==> config.mk <==
export PLATFORM = sky130hd
export DESIGN_NAME = pipe_neighbour_addr
export DESIGN_NICKNAME = d
export VERILOG_FILES = /design/src/rtl/pipe_pkg.sv /design/src/rtl/pipe_neighbour_addr.sv
export SDC_FILE = /design/constraint.sdc
export NUM_CORES = 1
export LEC_CHECK = 0
export ABC_AREA = 0
export BUFFER_PORTS_ARGS = -buffer_cell sky130_fd_sc_hd__buf_2
export CAP_MARGIN = 5
export CORE_MARGIN = 3
export CORE_UTILIZATION = 52
export DETAILED_ROUTE_END_ITERATION = 12
export PLACE_DENSITY = 0.93
export RECOVER_POWER = 50
export SYNTH_ARGS = -nofsm -noshare
export SYNTH_HDL_FRONTEND = slang
export SYNTH_SLANG_ARGS = --single-unit
export TNS_END_PERCENT = 100
==> constraint.sdc <==
create_clock -name vclk -period 3.9
set_clock_uncertainty 0.2 [all_clocks]
set_input_delay 0.78 -clock vclk [all_inputs]
set_output_delay 0.78 -clock vclk [all_outputs]
set_load 0.01 [all_outputs]
==> src/rtl/pipe_pkg.sv <==
// Shared definitions for the pipe environment and the cleaning robot FSM:
// orientation and cell encodings, default map size, and the turn rule.
package pipe_pkg;

    localparam logic [1:0] NORTH = 2'b00;
    localparam logic [1:0] SOUTH = 2'b01;
    localparam logic [1:0] EAST  = 2'b10;
    localparam logic [1:0] WEST  = 2'b11;

    localparam logic [2:0] CELL_EMPTY   = 3'd0;
    localparam logic [2:0] CELL_WALL    = 3'd1;
    localparam logic [2:0] CELL_BARRIER = 3'd2;
    localparam logic [2:0] CELL_DEBRIS  = 3'd7;

    localparam int ROWS_DEFAULT = 10;
    localparam int COLS_DEFAULT = 20;

    // A left turn walks N -> W -> S -> E -> N.
    function automatic logic [1:0] rotateLeft(input logic [1:0] o);
        case (o)
            NORTH:   return WEST;
            WEST:    return SOUTH;
            SOUTH:   return EAST;
            default: return NORTH;
        endcase
    endfunction

endpackage

==> src/rtl/pipe_neighbour_addr.sv <==
// Combinational neighbour addressing: from the robot pose, produce the
// coordinates of the cell ahead and the cell to the left, each with a bit
// saying whether it lies inside the 1..ROWS x 1..COLS map. Arithmetic is
// done one bit wider so that stepping off row/column 0 cannot wrap back
// into a legal coordinate.
module pipe_neighbour_addr
    import pipe_pkg::*;
#(
    parameter int ROWS = ROWS_DEFAULT,
    parameter int COLS = COLS_DEFAULT
) (
    input  logic [3:0] row_i,
    input  logic [4:0] col_i,
    input  logic [1:0] orient_i,
    output logic [3:0] aheadRow_o,
    output logic [4:0] aheadCol_o,
    output logic       aheadValid_o,
    output logic [3:0] leftRow_o,
    output logic [4:0] leftCol_o,
    output logic       leftValid_o,
    output logic       curValid_o
);

    localparam logic [4:0] ROWS_LIM = 5'(ROWS);
    localparam logic [5:0] COLS_LIM = 6'(COLS);

    logic [4:0] rowExt;
    logic [5:0] colExt;
    logic [4:0] rowMinus;
    logic [4:0] rowPlus;
    logic [5:0] colMinus;
    logic [5:0] colPlus;
    logic [4:0] aheadRowExt;
    logic [5:0] aheadColExt;
    logic [4:0] leftRowExt;
    logic [5:0] leftColExt;

    assign rowExt   = {1'b0, row_i};
    assign colExt   = {1'b0, col_i};
    assign rowMinus = rowExt - 5'd1;
    assign rowPlus  = rowExt + 5'd1;
    assign colMinus = colExt - 6'd1;
    assign colPlus  = colExt + 6'd1;

    // Select the ahead and left offsets for the current heading.
    always_comb begin
        aheadRowExt = rowExt;
        aheadColExt = colExt;
        leftRowExt  = rowExt;
        leftColExt  = colExt;
        case (orient_i)
            NORTH: begin
                aheadRowExt = rowMinus;
                leftColExt  = colMinus;
            end
            SOUTH: begin
                aheadRowExt = rowPlus;
                leftColExt  = colPlus;
            end
            EAST: begin
                aheadColExt = colPlus;
                leftRowExt  = rowMinus;
            end
            default: begin
                aheadColExt = colMinus;
                leftRowExt  = rowPlus;
            end
        endcase
    end

    assign aheadValid_o = (aheadRowExt != 5'd0) && (aheadRowExt <= ROWS_LIM) &&
                          (aheadColExt != 6'd0) && (aheadColExt <= COLS_LIM);
    assign leftValid_o  = (leftRowExt != 5'd0) && (leftRowExt <= ROWS_LIM) &&
                          (leftColExt != 6'd0) && (leftColExt <= COLS_LIM);
    assign curValid_o   = (rowExt != 5'd0) && (rowExt <= ROWS_LIM) &&
                          (colExt != 6'd0) && (colExt <= COLS_LIM);

    assign aheadRow_o = aheadRowExt[3:0];
    assign aheadCol_o = aheadColExt[4:0];
    assign leftRow_o  = leftRowExt[3:0];
    assign leftCol_o  = leftColExt[4:0];

endmodule

== Word level (Yosys, flattened, before mapping) ==
Cells that the tools add are included.

* $add $sub $neg: 4
* Multipliers: 0
* Divide/modulo/power cells: 0
* $lt $le $gt $ge: 6
* Equality and inequality tests: 2
* Shifts and indexed selects: 0
* Mux-type cells: 4
* Bitwise gates (word level): 0
* Reduce and logical (&&, ||, !) cells: 17

{| class="wikitable"
|+ Operators by type and width
! operator !! number
|-
| $pmux 6 s2 || 2
|-
| $pmux 5 s2 || 2
|-
| $reduce_bool 6->1 || 3
|-
| $reduce_bool 5->1 || 3
|-
| $le 6x5->1 const B || 2
|-
| $le 5x4->1 const B || 2
|-
| $logic_and 1x1->1 || 9
|-
| $add 5x1->6 const B || 1
|-
| $sub 5x1->6 const B || 1
|-
| $add 4x1->5 const B || 1
|-
| $le 5x5->1 const B || 1
|-
| $sub 4x1->5 const B || 1
|-
| $le 4x4->1 const B || 1
|-
| $eq 2x1->1 const B || 1
|-
| $eq 2x2->1 const B || 1
|-
| $logic_not 2->1 || 1
|-
| $reduce_or 2->1 || 1
|}

* Flip-flop bits (word level): 0
* Bits in latches: 0
* RAM bits: 0
* ROM bits: 0
* Bits of input ports: 11
* Output and inout bits: 21
* Word-level logic and storage cells: 33
* Memories: 0

== Depth between registers and ports, before layout ==
* Depth after elaboration: 7
* Depth in mapped cells: 8
* Depth with buffers taken out: 7

== Worst setup path after synthesis ==
No wires, ideal clock.

* Path kind: input-to-output
* From: input port col_i[0]
* To: output port leftValid_o
* Arrival: 2.529 ns
* Required time: 2.920 ns
* Setup slack: 0.391 ns
* Stages on the path: 8
* Path buffers: 1
* Cells stage by stage: clkbuf_1 > inv_1 > ha_1 > or4b_4 > a21oi_2 > xnor2_1 > a211o_1 > a211oi_2

* Word-level cells in the longest chain between the ends: 5
* Elaborated cells between the ends (all ways): 7
* Classes of those cells: 2 x add/sub; 1 x order compare; 1 x mux; 3 x reduce/logical

{| class="wikitable"
|+ Ends and longest elaborated chain
! item !! RTL line !! source
|-
| from (decl) || pipe_neighbour_addr.sv:13 || <nowiki>input logic [4:0] col_i,</nowiki>
|-
| $add 5x1->6 or $sub 5x1->6 (tied branches) || pipe_neighbour_addr.sv:43, pipe_neighbour_addr.sv:42 ||
|-
| $pmux 6 s2 * || pipe_neighbour_addr.sv:51 || <nowiki>case (orient_i)</nowiki>
|-
| branches (longest 2 deep; another with $le 6x5->1) || -- ||
|-
| $logic_and 1x1->1 * || pipe_neighbour_addr.sv:74 || <nowiki>(leftColExt != 6'd0) && (leftColExt <= COLS_LIM);</nowiki>
|-
| to (decl) || pipe_neighbour_addr.sv:20 || <nowiki>output logic leftValid_o,</nowiki>
|}

Every way passes the cells marked *.

== Worst setup path in the final report ==
* From: input port row_i[0]
* To: output port aheadValid_o

* Word-level cells in the longest chain between the ends: 6
* Elaborated cells between the ends (all ways): 8
* Classes of those cells: 2 x add/sub; 1 x order compare; 1 x mux; 4 x reduce/logical

{| class="wikitable"
|+ Ends and longest elaborated chain
! item !! RTL line !! source
|-
| from (decl) || pipe_neighbour_addr.sv:12 || <nowiki>input logic [3:0] row_i,</nowiki>
|-
| $add 4x1->5 or $sub 4x1->5 (tied branches) || pipe_neighbour_addr.sv:41, pipe_neighbour_addr.sv:40 ||
|-
| $pmux 5 s2 * || pipe_neighbour_addr.sv:51 ||
|-
| $le 5x4->1 or $reduce_bool 5->1 (tied branches) || pipe_neighbour_addr.sv:71 || <nowiki>assign aheadValid_o = (aheadRowExt != 5'd0) && (aheadRowExt <= ROWS_LIM) &&</nowiki>
|-
| $logic_and 1x1->1 * (2 in series) || pipe_neighbour_addr.sv:71 ||
|-
| $logic_and 1x1->1 * || pipe_neighbour_addr.sv:72 || <nowiki>(aheadColExt != 6'd0) && (aheadColExt <= COLS_LIM);</nowiki>
|-
| to (decl) || pipe_neighbour_addr.sv:17 || <nowiki>output logic aheadValid_o,</nowiki>
|}

Every way passes the cells marked *; elsewhere a longest branch is shown, timed or not.

==> qor.csv <==
stage,metric,value,unit
floorplanning,fp-row-count,13,
worst_setup_path,crit_type,primary input to output pin,
floorplanning,core-area,0.00137,sq mm
synth,syn-instance-count,111,
synth,syn-mean-instance-area,7.09,sq um
min_path,hold_crit_class,primary input to output pin,
timing,post-route-min-period,3.69,ns
clock_tree,postCtsResizedCells,0,
timing,final-hold-violation-count,0,
timing,sum_of_negative_setup_slack,0,ns
route,overall_routed_net_length,1960,um
layout,area.sequential,0,sq um
outcome,run_status,finished clean,
synth,synth_cell_type_count,43,
clock_tree,cts_setup_buffers,0,
synth,synth_top_family_by_area,simple AND/OR/NAND/NOR gates,
timing,final-max-slew-violation-count,0,
layout,final_layout_size_suffix_gt1_share,28.0,%
timing,tightest_slew_margin_relative_to_the_limit,74.0,%
timing,tightest_slew,0.385,ns
place,buffer_ports.inserted,32,
route,drt_first_pass_iters,4,
power_and_ir_drop,report.power.total,0.121,mW
layout,clkbuf_count,0,
layout,num_antenna_cells,0,
layout,final_design_area_no_fill,911,sq um
floorplanning,floorplan.die.height,44.9,um
synth,yosysSeqAreaShare,0,%
layout,postLayoutCoreUtil,66.7,%
power_and_ir_drop,powerDensity,133,mW/mm^2
timing,period_share,94.6,%
synth,post_synth_most_frequent_cells,"inv_1 (9), clkbuf_1 (8), xnor2_1 (8), a21oi_1 (7), nor2_1 (7)",
synth,syn-num-nets,128,
floorplanning,die_area,0.00202,sq mm
route,drt_iter0_markers,12,
global_route,track_usage,19.1,%
global_route,grt_overflow_total,0,
clock_tree,post_cts_hold_buffer_count,0,
layout,design.seq.count,0,
global_route,first_global_vias,762,
synth,yosysTopAreaCellShare,9.54,%
place,gp_routability_congestion,0.895,
synth,yosysWarnings,0,
global_route,maximum_number_of_pins_on_one_net_before_global_route_repair,25,
worst_setup_path,cp_data_arrival_time,2.71,ns
synth,post_synthesis_mux_area_share,11.0,%
floorplanning,dieWidth,44.9,um
synth,synth-compound-area-share,25.9,%
place,post_dp_cell_area,917,sq um
route,route.vias.total,890,
power_and_ir_drop,power.leakage,0.421,nW
timing,setup_repair_after_global_routing_missed_its_margin,false,
floorplanning,boundaryPins,32,
synth,synth-xor-area-share,14.5,%
worst_setup_path,worst_setup_path_start_kind,primary input,
worst_setup_path,cp.required,2.92,ns
synth,synthAdderAreaFrac,9.54,%
synth,synth_area,787,sq um
job,cap_viol_max_count,0,
synth,synth.top_cells.by_area,"ha_1 (9.5%), xnor2_1 (8.9%), mux2_2 (7.2%), xor2_1 (5.6%), a21oi_1 (4.5%)",
power_and_ir_drop,vdd_ir_drop_max,0.0556,mV
timing,setup_viol,0,
synth,leading_cell_type_by_number_of_instances_after_synthesis,inv_1,
global_route,initial_antenna_violation_count,0,
layout,area.growth.synth_to_final,15.7,%
synth,simple_gate_share_of_the_synthesized_area,27.7,%
layout,fill_count,125,
worst_setup_path,timing.critical_path.to_type,output pin,
worst_setup_path,worst-path-max-fanout,5,
timing,fmax,271,MHz
floorplanning,floorplan.initialDensity,57.6,%
route,antenna_left,0,
place,dp.final_hpwl,1570,um
global_route,grt_pass1_wl,3110,um
route,routedWlPerCell,13.3,um
route,detail_route.vias_per_cell,6.05,
synth,yosysTopAreaCell,ha_1,
layout,design.final.nets,151,
route,remaining_drc_errors,0,
report_power, final:
| part | internal [mW] | switching, mW |
|---|---|---|
| combinational | 0.0511 | 0.0703 |
| clock | 0 | 0 |
| sequential | 0 | 0 |
logic make-up (layout without fill, tap and decap cells):
kind of cell	after synthesis	count (layout)
simple gates	35	35
compound gates	28	28
buf+inv	21	42
xor+xnor	13	13
mux	8	8
fa+ha+maj	6	6
routing by layer:
metal	share of wire (%)	global-route usage [%]	up-vias	wire (um)
met5	0	0	-	0
met4	0	2.34	0	0
met3	5.4	0	0	106
met2	52	37.5	28	1030
met1	42	23.6	415	825
li1	-	-	447	-
path summary, 6_finish.rpt:
| path | start | endpoint | slack (ns) | cells after the start |
|---|---|---|---|---|
| max | row_i[0] | aheadValid_o | 0.21 | 9 |
| min | row_i[3] | curValid_o | 1.73 | 3 |
per-stage QoR:
stage	setup WS [ns]	hold WS [ns]	cells
finish	0.212	1.73	147
global route	0.115	1.76	147
detailed placement	0.215	1.74	147
floorplan	0.391	1.48	111
global placement	0.275	1.73	147
CTS	0.210	1.74	147
worst max-delay path: stages:
cell and delay [ns]:
buf_2 0.12, inv_1 0.06, ha_1 0.31, xnor2_1 0.14, mux2_2 0.31, or4_1 0.47
mux2_2 0.27, o211a_1 0.12, buf_2 0.13
cell type report:
cell class	count	area, sq um	share of cell area (%)
inverters	9	33.8	3.71
repair buffers	33	161	17.7
well taps	15	18.8	2.06
multi-input cells	90	697	76.5
placed cells by master (no fill, tap or decap), types with 3 or more instances in the layout:
cell	instances
buf_2	27
inv_1	9
xnor2_1	8
a21oi_1	7
nor2_1	7
ha_1	6
xor2_1	5
nor3_1	5
clkbuf_1	5
nand4_1	4
mux2_2	4
or4_1	3
mux2i_1	3
o21ai_0	3
Power figures use the tool's default switching activity.
